[src/rtl/mem_test_pkg.sv]
// Shared types and constants for the memory self-test controller.
package mem_test_pkg;

  // Number of words in the memory under test.
  localparam int unsigned DEPTH = 256;

  // Controller states.
  typedef enum logic [2:0] {
    StIdle,
    StWrite,
    StRead,
    StDrain,
    StDone
  } state_e;

  // Data pattern select codes.
  localparam logic [1:0] PAT_ADDR    = 2'd0;
  localparam logic [1:0] PAT_INV     = 2'd1;
  localparam logic [1:0] PAT_CHECKER = 2'd2;
  localparam logic [1:0] PAT_NSWAP   = 2'd3;

endpackage

[src/rtl/mem_test_pattern.sv]
// Combinational test-pattern generator: maps an address to its pattern word.
module mem_test_pattern
  import mem_test_pkg::*;
#(
  parameter int unsigned ADDR_W = 8,
  parameter int unsigned DATA_W = 8
) (
  input  logic [ADDR_W-1:0] a,
  input  logic [1:0]        pattern,
  output logic [DATA_W-1:0] data
);

  logic [DATA_W-1:0] a_ext;

  // Select the pattern word for the given address.
  always_comb begin
    data  = '0;
    a_ext = DATA_W'(a);
    case (pattern)
      PAT_ADDR:    data = a_ext;
      PAT_INV:     data = ~a_ext;
      PAT_CHECKER: data = a[0] ? {(DATA_W/2){2'b10}} : {(DATA_W/2){2'b01}};
      PAT_NSWAP:   data = {a_ext[DATA_W/2-1:0], a_ext[DATA_W-1:DATA_W/2]};
      default:     data = '0;
    endcase
  end

endmodule

[src/rtl/mem_tester.sv]
// Memory BIST controller: writes a pattern to every address, reads it all back,
// and reports an error count, the first failing address and a pass verdict.
module mem_tester
  import mem_test_pkg::*;
#(
  parameter int unsigned ADDR_W = 8,
  parameter int unsigned DATA_W = 8
) (
  input  logic              clock,
  input  logic              reset,
  input  logic              start,
  input  logic [1:0]        pattern,
  output logic              mem_we,
  output logic [ADDR_W-1:0] mem_wra,
  output logic [DATA_W-1:0] mem_wrd,
  output logic [ADDR_W-1:0] mem_rda,
  input  logic [DATA_W-1:0] mem_rdd,
  output logic              busy,
  output logic              done,
  output logic              pass,
  output logic [ADDR_W:0]   err_count,
  output logic [ADDR_W-1:0] first_err_addr
);

  localparam logic [ADDR_W-1:0] LastAddr = '1;

  state_e            state_q, state_d;
  logic [ADDR_W-1:0] addr_q, addr_d;
  logic [1:0]        pat_q, pat_d;
  logic              chk_valid_q, chk_valid_d;
  logic [ADDR_W-1:0] chk_addr_q, chk_addr_d;
  logic [ADDR_W:0]   err_q, err_d;
  logic [ADDR_W-1:0] first_q, first_d;

  logic              we_q, we_d;
  logic [ADDR_W-1:0] wra_q, wra_d;
  logic [DATA_W-1:0] wrd_q, wrd_d;
  logic [ADDR_W-1:0] rda_q, rda_d;
  logic              busy_q, busy_d;
  logic              done_q, done_d;
  logic              pass_q, pass_d;

  logic [DATA_W-1:0] wr_data;
  logic [DATA_W-1:0] exp_data;

  // Write data is computed for the next cycle's address so mem_wrd can be registered.
  mem_test_pattern #(
    .ADDR_W (ADDR_W),
    .DATA_W (DATA_W)
  ) u_wr_pat (
    .a       (addr_d),
    .pattern (pat_d),
    .data    (wr_data)
  );

  // Expected read data for the address issued in the previous cycle.
  mem_test_pattern #(
    .ADDR_W (ADDR_W),
    .DATA_W (DATA_W)
  ) u_exp_pat (
    .a       (chk_addr_q),
    .pattern (pat_q),
    .data    (exp_data)
  );

  // Next-state logic: sequencing, compare stage and registered output values.
  always_comb begin
    state_d     = state_q;
    addr_d      = addr_q;
    pat_d       = pat_q;
    err_d       = err_q;
    first_d     = first_q;
    chk_valid_d = (state_q == StRead);
    chk_addr_d  = addr_q;

    // Read data arrives one cycle after the address, so compare against the chk stage.
    if (chk_valid_q && (mem_rdd != exp_data)) begin
      err_d = err_q + (ADDR_W+1)'(1);
      if (err_q == '0) begin
        first_d = chk_addr_q;
      end
    end

    case (state_q)
      StIdle, StDone: begin
        if (start) begin
          state_d = StWrite;
          pat_d   = pattern;
          addr_d  = '0;
          err_d   = '0;
          first_d = '0;
        end
      end
      StWrite: begin
        addr_d = addr_q + ADDR_W'(1);
        if (addr_q == LastAddr) begin
          state_d = StRead;
        end
      end
      StRead: begin
        addr_d = addr_q + ADDR_W'(1);
        if (addr_q == LastAddr) begin
          state_d = StDrain;
        end
      end
      StDrain: state_d = StDone;
      default: state_d = StIdle;
    endcase

    we_d   = (state_d == StWrite);
    wra_d  = we_d ? addr_d : '0;
    wrd_d  = we_d ? wr_data : '0;
    rda_d  = (state_d == StRead) ? addr_d : '0;
    busy_d = state_d inside {StWrite, StRead, StDrain};
    done_d = (state_d == StDone);
    pass_d = done_d && (err_d == '0);
  end

  // State and output registers with synchronous reset.
  always_ff @(posedge clock) begin
    if (reset) begin
      state_q     <= StIdle;
      addr_q      <= '0;
      pat_q       <= PAT_ADDR;
      chk_valid_q <= 1'b0;
      chk_addr_q  <= '0;
      err_q       <= '0;
      first_q     <= '0;
      we_q        <= 1'b0;
      wra_q       <= '0;
      wrd_q       <= '0;
      rda_q       <= '0;
      busy_q      <= 1'b0;
      done_q      <= 1'b0;
      pass_q      <= 1'b0;
    end else begin
      state_q     <= state_d;
      addr_q      <= addr_d;
      pat_q       <= pat_d;
      chk_valid_q <= chk_valid_d;
      chk_addr_q  <= chk_addr_d;
      err_q       <= err_d;
      first_q     <= first_d;
      we_q        <= we_d;
      wra_q       <= wra_d;
      wrd_q       <= wrd_d;
      rda_q       <= rda_d;
      busy_q      <= busy_d;
      done_q      <= done_d;
      pass_q      <= pass_d;
    end
  end

  assign mem_we         = we_q;
  assign mem_wra        = wra_q;
  assign mem_wrd        = wrd_q;
  assign mem_rda        = rda_q;
  assign busy           = busy_q;
  assign done           = done_q;
  assign pass           = pass_q;
  assign err_count      = err_q;
  assign first_err_addr = first_q;

endmodule

[config.mk]
export PLATFORM = sky130hd
export DESIGN_NAME = mem_tester
export DESIGN_NICKNAME = d
export VERILOG_FILES = /design/src/rtl/mem_test_pkg.sv /design/src/rtl/mem_test_pattern.sv /design/src/rtl/mem_tester.sv
export SDC_FILE = /design/constraint.sdc
export NUM_CORES = 1
export LEC_CHECK = 0
export ABC_AREA = 1
export CAP_MARGIN = 10
export CORE_MARGIN = 5
export CORE_UTILIZATION = 56
export DETAILED_ROUTE_END_ITERATION = 12
export GPL_ROUTABILITY_DRIVEN = 0
export PLACE_DENSITY_LB_ADDON = 0.08
export REMOVE_ABC_BUFFERS = 1
export SLEW_MARGIN = 25
export SYNTH_ARGS = -nofsm -noshare
export SYNTH_HDL_FRONTEND = slang
export SYNTH_HIERARCHICAL = 1
export SYNTH_SLANG_ARGS = --single-unit
[constraint.sdc]
create_clock -name clock -period 3.8 [get_ports clock]
set_clock_uncertainty 0.05 [all_clocks]
set_input_delay 0.76 -clock clock [delete_from_list [all_inputs] [get_ports clock]]
set_output_delay 0.76 -clock clock [all_outputs]
set_load 0.01 [all_outputs]
==> results.yml <==
outcome:
  status: "finished clean"
floorplanning:
  pin_count: 58
  num_rows: 27
  die_w_microns: 85.3
  start_util: 0.576
  die_h_microns: 85.3
  coreArea_sq_um: 5510
  dieArea_sq_um: 7270
setup_path:
  r2r-end: "first_err_addr[7]"
  arrival_ns: 3.16
  start_kind: "input pin"
  crit-reg2reg-launch: "pat_q[0]"
  crit_start: "start"
  ff2ff_path_depth: 15
  critPathRequiredTime_ns: 4.04
  reg2reg_slack_ns: 1.23
  end_kind: "flip-flop"
  cp_max_fo: 14
  crit_type: "input pin to flip-flop"
routing:
  vias_per_cell: 4.89
  wirelength_microns: 7200
  drcViolationCount: 0
  post_drt_wl_per_cell_microns: 12.2
  drt_iter0_drc: 165
  vias: 2894
  drtAntennaViolNets: 0
  first_pass_iters: 4
synth:
  synth_common_cells: "105 x nand2_1, 84 x nor2_1, 67 x dfxtp_1"
  synthFlopType: "dfxtp_1"
  synthArstFlopShare: 0
  syn_area_per_cell_sq_um: 6.95
  synth_cell_types: 35
  ys_seq_elements: 67
  yosys.cell_count.top_type: "nand2_1"
  ys_warn_count: 6
  yosys.area.top_type_share: 0.423
  seq_area_frac_synth: 0.423
  synth_edf_count: 0
  synth.area.top_cells: "dfxtp_1 42%, nand2_1 12%, nor2_1 9.9%"
  yosys.area.top_type: "dfxtp_1"
  syn_inst: 457
  syn_area_sq_um: 3170
global_route:
  antenna_found_initial: 0
  grt.total_usage: 0.205
  grt_start_max_net_pins: 24
  grt.overflow.total: 0
  grt_pass1_wl_microns: 12100
  grt_pass1_vias: 2768
cts:
  cts-resized-gates: 0
  cts_tree: "yes"
  post_cts_buffers: 0
  hold_buffers: 0
  clock_path_buffers: 2
  root_buffer: "clkbuf_8"
  cts_num_sinks: 67
  cts_made_buffers: 9
  h-tree-depth: 3
  clkLatencyLatePin_ns: 0.34
  clk_pin_slew_ns: 0.08
sta:
  tightest_slew_ns: 0.528
  hold_viol_final: 0
  max_slew_margin: 0.647
  rsz0062_at_grt: "false"
  min_period_ns: 2.92
  slew_viol_final: 0
  fin_setup_tns_ns: 0
  finalSetupViolations: 0
  clock.fmax_mhz: 342
  fin_crit_sh: 0.769
min_path:
  hp-class: "flip-flop to flip-flop"
  holdPathStages: 2
  hold_end: "first_err_addr[7]"
  holdCritStartpoint: "first_err_addr[7]"
placement:
  io_buffers: 57
  dp_cells: 576
  dp_hpwl_microns: 5370
  dpl-instance-area_sq_um: 3750
cells_and_area:
  fillers: 420
  syn_to_final_growth_pct: 24.7
  fin_util: 0.719
  final_layout_size_suffix_gt1_frac: 0.104
  nets: 531
  fin_cells: 592
  antenna_cells: 0
  design_area_sq_um: 3960
pwr:
  p_per_area_nw_per_um2: 384
  vdd_ir_drop_max_mv: 0.495
  power_leakage_nw: 1.73
  fin_total_pwr_mw: 1.52
flow_run:
  max-cap-violations: 0
sequential cells by signal, summed over array words and instances (netlist names):
signal          cells
mem_wrd             8
mem_rda             8
chk_addr_q          8
mem_wra             8
pat_q               2
mem_we              1
state_q             3
pass                1
busy                1
first_err_addr      8
done                1
addr_q              8
err_count           9
chk_valid_q         1
layer usage:
metal	vias to the layer above	global-route usage	routed length, microns
met1	1290	0.238	3200
met3	9	0.0670	459
met2	72	0.352	3420
li1	1523	-	-
met5	-	0	0
met4	0	0.0748	119
logic make-up (layout without fill, tap and decap cells):
logic type               after synthesis  in the layout  share of synthesized area
AND/OR/NAND/NOR                      260            260                      0.367
AO/OA/AOI/OAI                         33             33                     0.0642
flip-flops                            67             67                      0.423
adder cells (fa/ha/maj)                3              3                     0.0118
XOR/XNOR                               4              4                     0.0110
buffers and inverters                 90            153                      0.123
metrics by stage:
stage	setup WS, ns	hold slack, ns
after floorplan	1.44	0.392
after global placement	0.694	0.393
after detailed placement	0.567	0.395
after CTS	0.914	0.406
after global routing	0.648	0.432
final	0.878	0.403
how the worst max path moves through the flow:
| stage | slack [ns] | cells past startpoint | to |
|---|---|---|---|
| 2_1_floorplan | 1.44 | 10 | mem_wrd[1] |
| 5_1_grt | 0.65 | 11 | mem_wrd[5] |
| 4_1_cts | 0.91 | 11 | mem_wrd[7] |
| 6_report | 0.88 | 11 | mem_wrd[7] |
| 3_5_place_dp | 0.57 | 11 | mem_wrd[7] |
| 3_3_place_gp | 0.69 | 11 | mem_wrd[3] |
area by class of cell:
| type | instances | area [sq um] | share of cell area |
|---|---|---|---|
| multi-input combinational | 300 | 1440 | 0.364 |
| sequential | 67 | 1340 | 0.339 |
| timing repair buffer | 58 | 578 | 0.146 |
| inverter | 79 | 304 | 0.0768 |
| clock buffer | 9 | 124 | 0.0313 |
| tap | 72 | 90.1 | 0.0228 |
| clock inverter | 7 | 78.8 | 0.0199 |
worst max-delay path, stage by stage:
cell	delay, ns
clkdlybuf4s50_1	0.41
nand2_1	0.37
inv_1	0.24
or2_2	0.32
o21ai_0	0.12
inv_1	0.27
nor2_1	0.32
nand2_1	0.08
nand4_1	0.11
inv_1	0.05
nor2_1	0.08
layout by cell type (no fill, tap or decap), types with 4 or more instances in the layout:
cell type,instances
dfxtp_1,67
nand3b_1,6
clkdlybuf4s50_1,57
nand2_1,105
clkinv_4,4
clkbuf_8,9
a21oi_1,5
nor3_1,4
nand3_1,33
inv_2,12
o21ai_0,17
nand4_1,10
xnor2_1,4
nor2_1,84
inv_1,63
power by group:
group	leakage (nW)	switching, mW	total, mW	internal, mW
registers	0.542	0.0128	0.729	0.716
clock network	0.0916	0.288	0.594	0.306
logic	1.10	0.119	0.195	0.0765
(Power assumes the default switching activity.)
